`config.mk`:
```
export PLATFORM = sky130hd
export DESIGN_NAME = uart_tx_sched
export DESIGN_NICKNAME = d
export VERILOG_FILES = /design/src/rtl/uart_tx_sched.sv
export SDC_FILE = /design/constraint.sdc
export NUM_CORES = 1
export LEC_CHECK = 0
export CORE_MARGIN = 2
export CORE_UTILIZATION = 51
export CTS_CLUSTER_DIAMETER = 200
export CTS_CLUSTER_SIZE = 12
export DETAILED_ROUTE_END_ITERATION = 12
export PLACE_DENSITY = 0.95
export REMOVE_ABC_BUFFERS = 1
export SKIP_CTS_REPAIR_TIMING = 1
export SLEW_MARGIN = 20
export SYNTH_ARGS = -nofsm -noshare
export SYNTH_HDL_FRONTEND = slang
export SYNTH_SLANG_ARGS = --single-unit
```
`constraint.sdc`:
```
create_clock -name Clk -period 3.4 [get_ports Clk]
set_clock_uncertainty 0.15 [all_clocks]
set_input_delay 0.34 -clock Clk [delete_from_list [all_inputs] [get_ports Clk]]
set_output_delay 0.34 -clock Clk [all_outputs]
set_load 0.03 [all_outputs]
```
`src/rtl/uart_tx_sched.sv`:
```
// Round-robin scheduler sharing one uart_tx serializer among N_REQ byte requesters,
// with a watchdog that aborts a transfer whose Tx_Done never arrives.
module uart_tx_sched #(
  parameter int N_REQ   = 4,
  parameter int IDW     = 2,
  parameter int TIMEOUT = 100000,
  parameter int TOW     = 17
) (
  input  logic               Clk,
  input  logic               Rst_n,
  input  logic [N_REQ-1:0]   req,
  input  logic [8*N_REQ-1:0] req_data,
  input  logic [2:0]         baud_cfg,
  output logic [N_REQ-1:0]   ack,
  output logic               err,
  output logic               busy,
  output logic [IDW-1:0]     cur_id,
  output logic               Send_en,
  output logic [7:0]         data_byte,
  output logic [2:0]         baud_Set,
  input  logic               Tx_Done,
  output logic [1:0]         state_dbg
);

  // Handshake: req[i] is a level held (with stable req_data) until ack[i] or err
  // with cur_id==i; Send_en and Tx_Done are single-cycle pulses toward/from uart_tx.
  typedef enum logic [1:0] {S_IDLE, S_LAUNCH, S_WAIT, S_GAP} state_t;

  localparam logic [IDW:0]   NREQ_W  = (IDW+1)'(N_REQ);
  localparam logic [IDW-1:0] LAST_ID = IDW'(N_REQ-1);
  localparam logic [TOW-1:0] TO_LAST = TOW'(TIMEOUT-1);

  state_t         state, state_nxt;
  logic [IDW-1:0] ptr, ptr_nxt;
  logic [TOW-1:0] wd, wd_nxt;
  logic [IDW-1:0] win;
  logic [IDW-1:0] id_after;
  logic           timed_out;

  logic [N_REQ-1:0] ack_nxt;
  logic             err_nxt, busy_nxt, send_nxt;
  logic [IDW-1:0]   id_nxt;
  logic [7:0]       data_nxt;
  logic [2:0]       baud_nxt;

  assign state_dbg = state;
  assign timed_out = (wd == TO_LAST);
  assign id_after  = (cur_id == LAST_ID) ? '0 : cur_id + 1'b1;

  // First set request searching upward from ptr, wrapping at N_REQ.
  always_comb begin
    logic         found;
    logic [IDW:0] sum;
    found = 1'b0;
    win   = '0;
    sum   = '0;
    for (int k = 0; k < N_REQ; k++) begin
      sum = {1'b0, ptr} + (IDW+1)'(k);
      if (sum >= NREQ_W) sum = sum - NREQ_W;
      if (!found && req[sum[IDW-1:0]]) begin
        found = 1'b1;
        win   = sum[IDW-1:0];
      end
    end
  end

  always_ff @(posedge Clk or negedge Rst_n) begin
    if (!Rst_n) state <= S_IDLE;
    else        state <= state_nxt;
  end

  always_comb begin
    state_nxt = state;
    case (state)
      S_IDLE:   if (|req) state_nxt = S_LAUNCH;
      S_LAUNCH: state_nxt = S_WAIT;
      S_WAIT:   if (Tx_Done || timed_out) state_nxt = S_GAP;
      S_GAP:    state_nxt = S_IDLE;
      default:  state_nxt = S_IDLE;
    endcase
  end

  // Next values of the registered outputs; Tx_Done takes priority over the watchdog.
  always_comb begin
    ack_nxt  = '0;
    err_nxt  = 1'b0;
    send_nxt = 1'b0;
    busy_nxt = (state_nxt != S_IDLE);
    id_nxt   = cur_id;
    data_nxt = data_byte;
    baud_nxt = baud_Set;
    ptr_nxt  = ptr;
    wd_nxt   = wd;
    case (state)
      S_IDLE: begin
        if (|req) begin
          id_nxt   = win;
          data_nxt = req_data[{win, 3'b000} +: 8];
          baud_nxt = baud_cfg;
        end
      end
      S_LAUNCH: begin
        send_nxt = 1'b1;
        wd_nxt   = '0;
      end
      S_WAIT: begin
        wd_nxt = wd + 1'b1;
        if (Tx_Done) begin
          ack_nxt[cur_id] = 1'b1;
          ptr_nxt         = id_after;
        end else if (timed_out) begin
          err_nxt = 1'b1;
          ptr_nxt = id_after;
        end
      end
      default: ;
    endcase
  end

  always_ff @(posedge Clk or negedge Rst_n) begin
    if (!Rst_n) begin
      ack       <= '0;
      err       <= 1'b0;
      busy      <= 1'b0;
      Send_en   <= 1'b0;
      cur_id    <= '0;
      data_byte <= 8'h00;
      baud_Set  <= 3'd0;
      ptr       <= '0;
      wd        <= '0;
    end else begin
      ack       <= ack_nxt;
      err       <= err_nxt;
      busy      <= busy_nxt;
      Send_en   <= send_nxt;
      cur_id    <= id_nxt;
      data_byte <= data_nxt;
      baud_Set  <= baud_nxt;
      ptr       <= ptr_nxt;
      wd        <= wd_nxt;
    end
  end

endmodule

```
==> results of run 1 <==
metal layers:
metal	vias up	track usage, %	wire [µm]
met1	876	29.8	2090
met5	-	0	0
met4	0	10.8	116
met3	13	6.33	272
li1	845	-	-
met2	60	43.6	2960
where the power goes:
group / internal, mW / switching [mW]
Sequential: 0.617 / 0.102
Clock: 0.213 / 0.160
Combinational: 0.448 / 0.671
Total: 1.28 / 0.933
cell usage in the layout (no fill, tap or decap), types with 5 or more instances in the layout:
cell type        netlist  final
nor2_1                19     19
inv_1                  8      8
xor2_1                 9      9
and3_1                 6      6
clkbuf_8               0      5
dfrtp_1               41     41
mux2i_1               18     18
clkdlybuf4s50_1        0     62
nand3_1                7      7
ha_1                   8      8
o21ai_0                6      6
nand2_1               32     32
o221ai_1               8      8
registers in the layout (all words and copies together) (netlist names):
register / count
wd: 17
data_byte: 8
ack: 4
baud_Set: 3
cur_id: 2
ptr: 2
state_dbg: 2
Send_en: 1
busy: 1
err: 1
per-stage QoR:
step	setup WS [ns]	hold WS (ns)	instance area, µm²	std cells	utilization, %
CTS	1.11	0.0484	2900	320	72.0
global route	0.870	0.0983	2900	320	72.0
finish	1.12	0.0235	2900	320	72.0
floorplan	1.26	-0.106	2100	199	-
global placement	1.12	0.308	2800	313	69.4
detailed placement	1.02	0.317	2800	313	69.4
logic make-up after synthesis:
group                      share of synthesized area, %
buffers and inverters                              3.78
muxes                                              9.07
xor gates and xnor gates                           4.89
adders and majority gates                          4.65
and+or+nand+nor                                    20.1
AOI/OAI and AO/OA                                  9.83
DFF                                                47.7
area by class of cell:
class                      count  area (µm²)
clock buffer                   5        68.8
clock inverter                 2        35.0
fill                         290        1130
inverter                       8        30.0
multi-input combinational    150        1040
sequential                    41        1030
tap                           50        62.6
timing repair buffer          64         633
critical path: stages, from the launching register on:
cell,delay (ns)
dfrtp_1,0.43
inv_1,0.10
ha_1,0.25
a21boi_1,0.53
o21ai_1,0.39
o221ai_1,0.33
worst max-delay path by stage:
| stage | start | endpoint |
|---|---|---|
| 2_1_floorplan | state_dbg[0]$_DFF_PN0_ | wd[15]$_DFFE_PN0P_ |
| 3_3_place_gp | req[1] | data_byte[4]$_DFFE_PN0P_ |
| 3_5_place_dp | req[2] | data_byte[6]$_DFFE_PN0P_ |
| 4_1_cts | state_dbg[0]$_DFF_PN0_ | wd[13]$_DFFE_PN0P_ |
| 5_1_grt | state_dbg[0]$_DFF_PN0_ | data_byte[6]$_DFFE_PN0P_ |
| 6_report | state_dbg[0]$_DFF_PN0_ | data_byte[6]$_DFFE_PN0P_ |
==> flow_summary.json, run 1 <==
{
  "status": "complete, no violations",
  "final_antenna_net_count": 0,
  "maxcap_viol_count": 0,
  "grt_max_degree": 42,
  "clock_insertion_delay_worst_skew_ns": 0.29,
  "vias_in_the_first_global_route": 1790,
  "wire_length_of_the_first_global_routing_pass_um": 8660,
  "ratio_of_cells_with_drive_above_1_in_the_final_layout_pct": 6.67,
  "arrival_ns": 2.32,
  "crit_required_ns": 3.44,
  "syn_area_um2": 2150,
  "irDropWorstVdd_mv": 0.740,
  "period_needed_ns": 2.28,
  "detail_route.drc_violations": 0,
  "worstPathMaxFanout": 8,
  "antenna_violations_before_repair": 0,
  "synth_top_cell_by_area": "dfrtp_1",
  "num_vias": 1794,
  "gp_congestion": 0.891,
  "start_util_pct": 53.4,
  "slew_violations": 0,
  "placement.io_buffers": 63,
  "post_drt_wl_per_cell_um": 17.0,
  "tritoncts": "built",
  "synth.avg_cell_area_um2": 10.4,
  "grt_util_all_layers_pct": 25.3,
  "maxSlewHeadroom_pct": 40.7,
  "endpoint_kind": "flip-flop",
  "async_reset_ff_share_pct": 100,
  "critical_path_class": "flip-flop to flip-flop",
  "cts_max_path_buffers": 2,
  "rsz0062_at_grt": "false",
  "synth-seq-area-share_pct": 47.7,
  "insertedDiodeCount": 0,
  "hold_path_class": "input pin to asynchronous set/reset pin",
  "die_area_um2": 4750,
  "reg2reg_depth": 5,
  "cts_buffers": 5,
  "synthToLayoutAreaGrowth_pct": 34.8,
  "dpl.hpwl_um": 4020,
  "globalRouteOverflowTotal": 0,
  "post-synth-top-count-cell": "dfrtp_1",
  "yosys_most_used_dff": "dfrtp_1",
  "synth-edff-count": 0,
  "leakage_nw": 1.30,
  "firstDrtPassIters": 4,
  "design.portCount": 64,
  "via_per_inst": 5.61,
  "cts.reportedPaths.clkPinSlew_ns": 0.07,
  "final-setup-viol-count": 0,
  "synth_area_leaders": "dfrtp_1, mux2i_1, nand2_1, ha_1, xor2_1",
  "worst_setup_path_start_kind": "flip-flop",
  "final.setup.tns_ns": 0,
  "drt-initial-drc-count": 134,
  "synth_top_area_share_pct": 47.7,
  "row_count": 23,
  "ys_seq_elements": 41,
  "cts_root_buffer": "clkbuf_8",
  "fmaxAchievable_mhz": 438,
  "final_nets": 320,
  "synth.distinct_cells": 37,
  "post_layout_power_mw": 2.21,
  "final_min_period_over_clock_period_pct": 67.2,
  "final_hold_viol_count": 0,
  "synth.top_cells.by_count": "dfrtp_1, nand2_1, nor2_1",
  "chip_height_um": 68.9,
  "worst_r2r_startpoint": "state_dbg[0]$_DFF_PN0_",
  "worst-slew-pin-transition_ns": 0.889,
  "ys.warnings.count": 0,
  "post_synth_inst_count": 206,
  "die_x_um": 68.9,
  "core_area_um2": 4030,
  "worst-r2r-setup-slack_ns": 1.12,
  "worst_r2r_endpoint": "data_byte[6]$_DFFE_PN0P_",
  "pwr_density_cell_nw_per_um2": 763,
  "htree_levels": 2,
  "final_wirelength_um": 5430,
  "cts.sinks": 41
}
No activity file was read; power rests on OpenSTA's default activity.
==> run 2: changes to the inputs <==
--- a/config.mk
+++ b/config.mk
@@ -6,11 +6,11 @@
 export NUM_CORES = 1
 export LEC_CHECK = 0
 export CORE_MARGIN = 2
-export CORE_UTILIZATION = 51
+export CORE_UTILIZATION = 42
 export CTS_CLUSTER_DIAMETER = 200
 export CTS_CLUSTER_SIZE = 12
 export DETAILED_ROUTE_END_ITERATION = 12
-export PLACE_DENSITY = 0.95
+export PLACE_DENSITY = 0.85
 export REMOVE_ABC_BUFFERS = 1
 export SKIP_CTS_REPAIR_TIMING = 1
 export SLEW_MARGIN = 20
==> constraint.sdc (replaced) <==
create_clock -name Clk -period 2.1 [get_ports Clk]
set_clock_uncertainty 0.15 [all_clocks]
set_input_delay 0.21 -clock Clk [delete_from_list [all_inputs] [get_ports Clk]]
set_output_delay 0.21 -clock Clk [all_outputs]
set_load 0.03 [all_outputs]
==> flow_summary.json, run 2 (synthesis gave the netlist of run 1 again) <==
{
  "worst_r2r_startpoint": "state_dbg[1]$_DFF_PN0_",
  "number_of_buffer_and_inverter_stages_on_the_critical_path": 1,
  "commonest_non_fill_non_tap_cell_in_the_layout": "clkdlybuf4s50_1",
  "antenna_violations_before_repair": 0,
  "switching_power_mw": 1.51,
  "clock_insertion_delay_worst_skew_ns": 0.30,
  "endpoint_kind": "flip-flop",
  "sequentialPowerShare_pct": 30.8,
  "final_wirelength_um": 5090,
  "vias_in_the_first_global_route": 1654,
  "placement.io_buffers": 63,
  "start_util_pct": 42.9,
  "biggestRegsByFlops": "wd (17), data_byte (8), ack (4)",
  "detail_route.drc_violations": 0,
  "worst_r2r_endpoint": "data_byte[4]$_DFFE_PN0P_",
  "crit_path_top_delay_cell": "or3_1",
  "die_x_um": 75.6,
  "cts_buffers": 5,
  "drt-initial-drc-count": 88,
  "cts.sinks": 41,
  "die_area_um2": 5710,
  "chip_height_um": 75.6,
  "dpl.hpwl_um": 3830,
  "cts_max_path_buffers": 2,
  "num_vias": 1798,
  "timing.hold.worst_endpoint": "baud_Set[1]$_DFFE_PN0P_",
  "final-setup-viol-count": 0,
  "min_delay_path_depth": 3,
  "critical_path_class": "flip-flop to flip-flop",
  "design.portCount": 64,
  "worst-slew-pin-transition_ns": 0.530,
  "tritoncts": "built",
  "status": "complete, no violations",
  "irDropWorstVdd_mv": 0.594,
  "cts.reportedPaths.clkPinSlew_ns": 0.08,
  "reg2reg_depth": 5,
  "crit_start": "state_dbg[1]$_DFF_PN0_",
  "final_min_period_over_clock_period_pct": 88.5,
  "post_layout_power_mw": 3.73,
  "crit_required_ns": 2.17,
  "arrival_ns": 1.93,
  "maxcap_viol_count": 0,
  "synthToLayoutAreaGrowth_pct": 40.0,
  "grt_max_degree": 42,
  "final_hold_viol_count": 0,
  "path_cells": "inv_1, ha_1, nand2_1, or3_1, o221ai_1",
  "final_antenna_net_count": 0,
  "via_per_inst": 5.15,
  "cts_root_buffer": "clkbuf_8",
  "globalRouteOverflowTotal": 0,
  "critPathTopFamily": "simple AND/OR/NAND/NOR gates",
  "power.internal_mw": 2.22,
  "post-route-util_pct": 60.1,
  "gp_congestion": 0.740,
  "post_drt_wl_per_cell_um": 14.6,
  "worst_path_largest_cell_delay_ns": 0.51,
  "period_needed_ns": 1.86,
  "htree_levels": 2,
  "row_count": 26,
  "pwr_density_cell_nw_per_um2": 1240,
  "ratio_of_cells_with_drive_above_1_in_the_final_layout_pct": 8.96,
  "core_area_um2": 5010,
  "power.clock.fraction_pct": 17.8,
  "pwr-share-comb_pct": 51.4,
  "power.share.switching_pct": 40.5,
  "worst-r2r-setup-slack_ns": 0.24,
  "maxSlewHeadroom_pct": 64.7,
  "fmaxAchievable_mhz": 538,
  "final_nets": 328,
  "hold_path_class": "input pin to flip-flop",
  "insertedDiodeCount": 0,
  "largest_register": "wd",
  "worstHoldStart": "baud_cfg[1]",
  "grt_util_all_layers_pct": 17.6,
  "firstDrtPassIters": 4,
  "wire_length_of_the_first_global_routing_pass_um": 7490,
  "worstPathMaxFanout": 9,
  "leading_cell_types_in_the_layout_fill_and_taps_excluded": "clkdlybuf4s50_1, dfrtp_1, nand2_1, nor2_1, mux2i_1",
  "number_of_flip_flops_in_the_largest_register": 17,
  "slew_violations": 0,
  "worst_setup_path_start_kind": "flip-flop",
  "leakage_nw": 1.34,
  "rsz0062_at_grt": "false"
}
run 2: cell types whose count changed in the layout (fill, tap and decap cells not counted), sizes merged:
cell,previous run,this run
buf,2,9
clkinv,1,0
dlygate4sd3,0,1
clkbuf,5,7
run 2: per-layer routing:
layer  GRT usage [%]  vias up  routed length, µm
met4            7.80        0                 96
met5               0        -                  0
met2            29.4       31               2640
met3            3.84        8                140
li1                -      866                  -
met1            21.9      893               2220
run 2: tightest hold or removal path: cells and delay by family:
family,cells,cell delay [ns]
buffers and inverters,1,0.41
AND/OR/NAND/NOR,2,0.10
run 2: cell type report:
type                       count  area (µm²)
fill                         434        2000
timing repair buffer          72         708
clock buffer                   7        86.3
clock inverter                 1        30.0
sequential                    41        1030
tap                           70        87.6
multi-input combinational    150        1040
inverter                       8        30.0
run 2: power groups by stage:
| stage | Sequential [mW] | Clock [mW] | Combinational (mW) |
|---|---|---|---|
| finish | 1.15 | 0.664 | 1.91 |
| global route | 1.18 | 0.701 | 2.05 |
| CTS | 1.15 | 0.674 | 1.92 |
| floorplan | 1.48 | 0 | 0.769 |
| detailed placement | 1.16 | 0 | 1.91 |
| global placement | 1.15 | 0 | 1.87 |
run 2: stage by stage:
step                      setup TNS, ns  setup slack, ns  std cells  cell area [µm²]  hold slack [ns]
after detailed placement              0            0.145        340             2890            0.152
final                                 0            0.241        349             3010            0.303
after global placement                0            0.207        340             2890            0.149
after CTS                             0            0.234        348             3000           -0.176
after floorplan                 -0.0952          -0.0396        199             2100           -0.236
after global routing                  0            0.132        349             3010            0.306
run 2: worst max path at each step:
stage                                     to  slack, ns  cells past startpoint
finish              data_byte[4]$_DFFE_PN0P_       0.24                      5
global route              wd[16]$_DFFE_PN0P_       0.13                      7
CTS                                cur_id[0]       0.23                      1
detailed placement  data_byte[3]$_DFFE_PN0P_       0.15                      6
global placement    data_byte[4]$_DFFE_PN0P_       0.21                      6
floorplan                 wd[15]$_DFFE_PN0P_      -0.04                      7
==> run 3: changes to the inputs <==
--- a/config.mk
+++ b/config.mk
@@ -6,11 +6,12 @@
 export NUM_CORES = 1
 export LEC_CHECK = 0
 export CORE_MARGIN = 2
-export CORE_UTILIZATION = 42
+export CORE_UTILIZATION = 47
 export CTS_CLUSTER_DIAMETER = 200
 export CTS_CLUSTER_SIZE = 12
 export DETAILED_ROUTE_END_ITERATION = 12
-export PLACE_DENSITY = 0.85
+export PLACE_DENSITY = 0.9
+export RECOVER_POWER = 100
 export REMOVE_ABC_BUFFERS = 1
 export SKIP_CTS_REPAIR_TIMING = 1
 export SLEW_MARGIN = 20
==> constraint.sdc (replaced) <==
create_clock -name Clk -period 1.97 [get_ports Clk]
set_clock_uncertainty 0.15 [all_clocks]
set_input_delay 0.197 -clock Clk [delete_from_list [all_inputs] [get_ports Clk]]
set_output_delay 0.197 -clock Clk [all_outputs]
set_load 0.03 [all_outputs]
==> flow_summary.json, run 3 (synthesis gave the netlist of run 1 again) <==
{
  "timing.hold.worst_endpoint": "baud_Set[0]$_DFFE_PN0P_",
  "ratio_of_cells_with_drive_above_1_in_the_final_layout_pct": 8.96,
  "placement.io_buffers": 63,
  "final_cell_area_um2": 2990,
  "critical_path_class": "flip-flop to output pin",
  "crit_required_ns": 1.62,
  "largest_register": "wd",
  "sequentialPowerShare_pct": 31.8,
  "worst-slew-pin-transition_ns": 0.991,
  "arrival_ns": 1.56,
  "worstHoldStart": "baud_cfg[0]",
  "leakage_nw": 1.38,
  "die_area_um2": 5130,
  "gp_congestion": 0.785,
  "path_cells": "clkbuf_1, clkdlybuf4s50_1",
  "fmaxAchievable_mhz": 523,
  "firstDrtPassIters": 4,
  "via_per_inst": 5.52,
  "maxSlewHeadroom_pct": 34.0,
  "pwr_density_cell_nw_per_um2": 1280,
  "worst-r2r-setup-slack_ns": 0.07,
  "final_min_period_over_clock_period_pct": 97.0,
  "chip_height_um": 71.6,
  "detail_route.drc_violations": 0,
  "commonest_non_fill_non_tap_cell_in_the_layout": "clkdlybuf4s50_1",
  "clock_insertion_delay_worst_skew_ns": 0.29,
  "switching_power_mw": 1.62,
  "start_util_pct": 49.1,
  "hold_path_class": "input pin to flip-flop",
  "layout.filler_cells": 321,
  "wire_length_of_the_first_global_routing_pass_um": 8580,
  "die_x_um": 71.6,
  "endpoint_kind": "output pin",
  "cts.reportedPaths.clkPinSlew_ns": 0.07,
  "htree_levels": 2,
  "dpl.hpwl_um": 3910,
  "power.internal_mw": 2.22,
  "worst_setup_path_start_kind": "flip-flop",
  "design.portCount": 64,
  "num_vias": 1827,
  "vias_in_the_first_global_route": 1832,
  "post_layout_power_mw": 3.84,
  "post_drt_wl_per_cell_um": 16.4,
  "slew_violations": 0,
  "cts_buffers": 5,
  "final_antenna_net_count": 0,
  "crit_path_top_delay_cell": "clkdlybuf4s50_1",
  "reg2reg_depth": 5,
  "worst_r2r_startpoint": "state_dbg[1]$_DFF_PN0_",
  "cts_max_path_buffers": 2,
  "final_wirelength_um": 5440,
  "post-route-util_pct": 68.2,
  "grt_util_all_layers_pct": 21.5,
  "final_hold_viol_count": 0,
  "power.share.switching_pct": 42.2,
  "antenna_violations_before_repair": 0,
  "biggestRegsByFlops": "wd (17), data_byte (8), ack (4)",
  "numPlacedInstances": 321,
  "worst_path_largest_cell_delay_ns": 0.71,
  "cts.sinks": 41,
  "worst_r2r_endpoint": "data_byte[6]$_DFFE_PN0P_",
  "period_needed_ns": 1.91,
  "cts_root_buffer": "clkbuf_8",
  "irDropWorstVdd_mv": 0.784,
  "tritoncts": "built",
  "setup_slack_ns": 0.0584,
  "drt-initial-drc-count": 115,
  "pwr-share-comb_pct": 53.8,
  "pre_cts_ws_ns": -0.00397,
  "number_of_flip_flops_in_the_largest_register": 17,
  "core_area_um2": 4380,
  "globalRouteOverflowTotal": 0,
  "final-setup-viol-count": 0,
  "worstPathMaxFanout": 4,
  "maxcap_viol_count": 0,
  "power.clock.fraction_pct": 14.4,
  "status": "complete, no violations",
  "leading_cell_types_in_the_layout_fill_and_taps_excluded": "clkdlybuf4s50_1, dfrtp_1, nand2_1, nor2_1, mux2i_1",
  "insertedDiodeCount": 0,
  "min_delay_path_depth": 3,
  "grt_max_degree": 42,
  "final_nets": 329,
  "synthToLayoutAreaGrowth_pct": 39.0,
  "row_count": 24,
  "post_dp_cell_area_um2": 2860,
  "final_cells": 331
}
-- run 3: worst max-delay path, delay by kind of cell (launching register included) --
family	cells	cell delay, ns
flip-flops	1	0.35
buffers and inverters	2	0.92
-- run 3: routing by layer --
| metal | vias up | global-route usage (%) | routed length [µm] |
|---|---|---|---|
| li1 | 874 | - | - |
| met1 | 882 | 26.1 | 2110 |
| met2 | 58 | 37.9 | 2950 |
| met3 | 13 | 3.52 | 244 |
| met4 | 0 | 8.81 | 130 |
| met5 | - | 0 | 0 |
-- run 3: how the worst max path moves through the flow --
stage,to,startpoint,cells after the start,slack (ns)
floorplan,wd[15]$_DFFE_PN0P_,state_dbg[0]$_DFF_PN0_,7,-0.17
global placement,data_byte[1]$_DFFE_PN0P_,req[1],5,0.05
detailed placement,data_byte[5]$_DFFE_PN0P_,req[1],5,-0.004
CTS,wd[15]$_DFFE_PN0P_,state_dbg[1]$_DFF_PN0_,7,0.05
global route,wd[15]$_DFFE_PN0P_,state_dbg[1]$_DFF_PN0_,7,-0.02
finish,state_dbg[0],state_dbg[0]$_DFF_PN0_,2,0.06
-- run 3: power groups by stage --
stage	clock network [mW]	registers, mW	logic, mW
floorplan	0	1.57	0.820
global placement	0	1.23	1.96
detailed placement	0	1.23	2.02
CTS	0.560	1.22	2.04
global route	0.594	1.25	2.23
finish	0.553	1.22	2.06
-- run 3: stage by stage --
step	TNS (ns)	hold slack [ns]
finish	0	0.289
global route	-0.0210	0.320
CTS	0	-0.171
detailed placement	-0.00397	0.143
global placement	0	0.126
floorplan	-0.967	-0.249
-- run 3: area by class of cell --
type / count / area (µm²) / area share (%)
inverter: 8 / 30.0 / 1.00
multi-input combinational: 150 / 1080 / 36.1
sequential: 41 / 1030 / 34.3
tap: 52 / 65.1 / 2.18
timing repair buffer: 73 / 703 / 23.5
clock buffer: 7 / 86.3 / 2.89
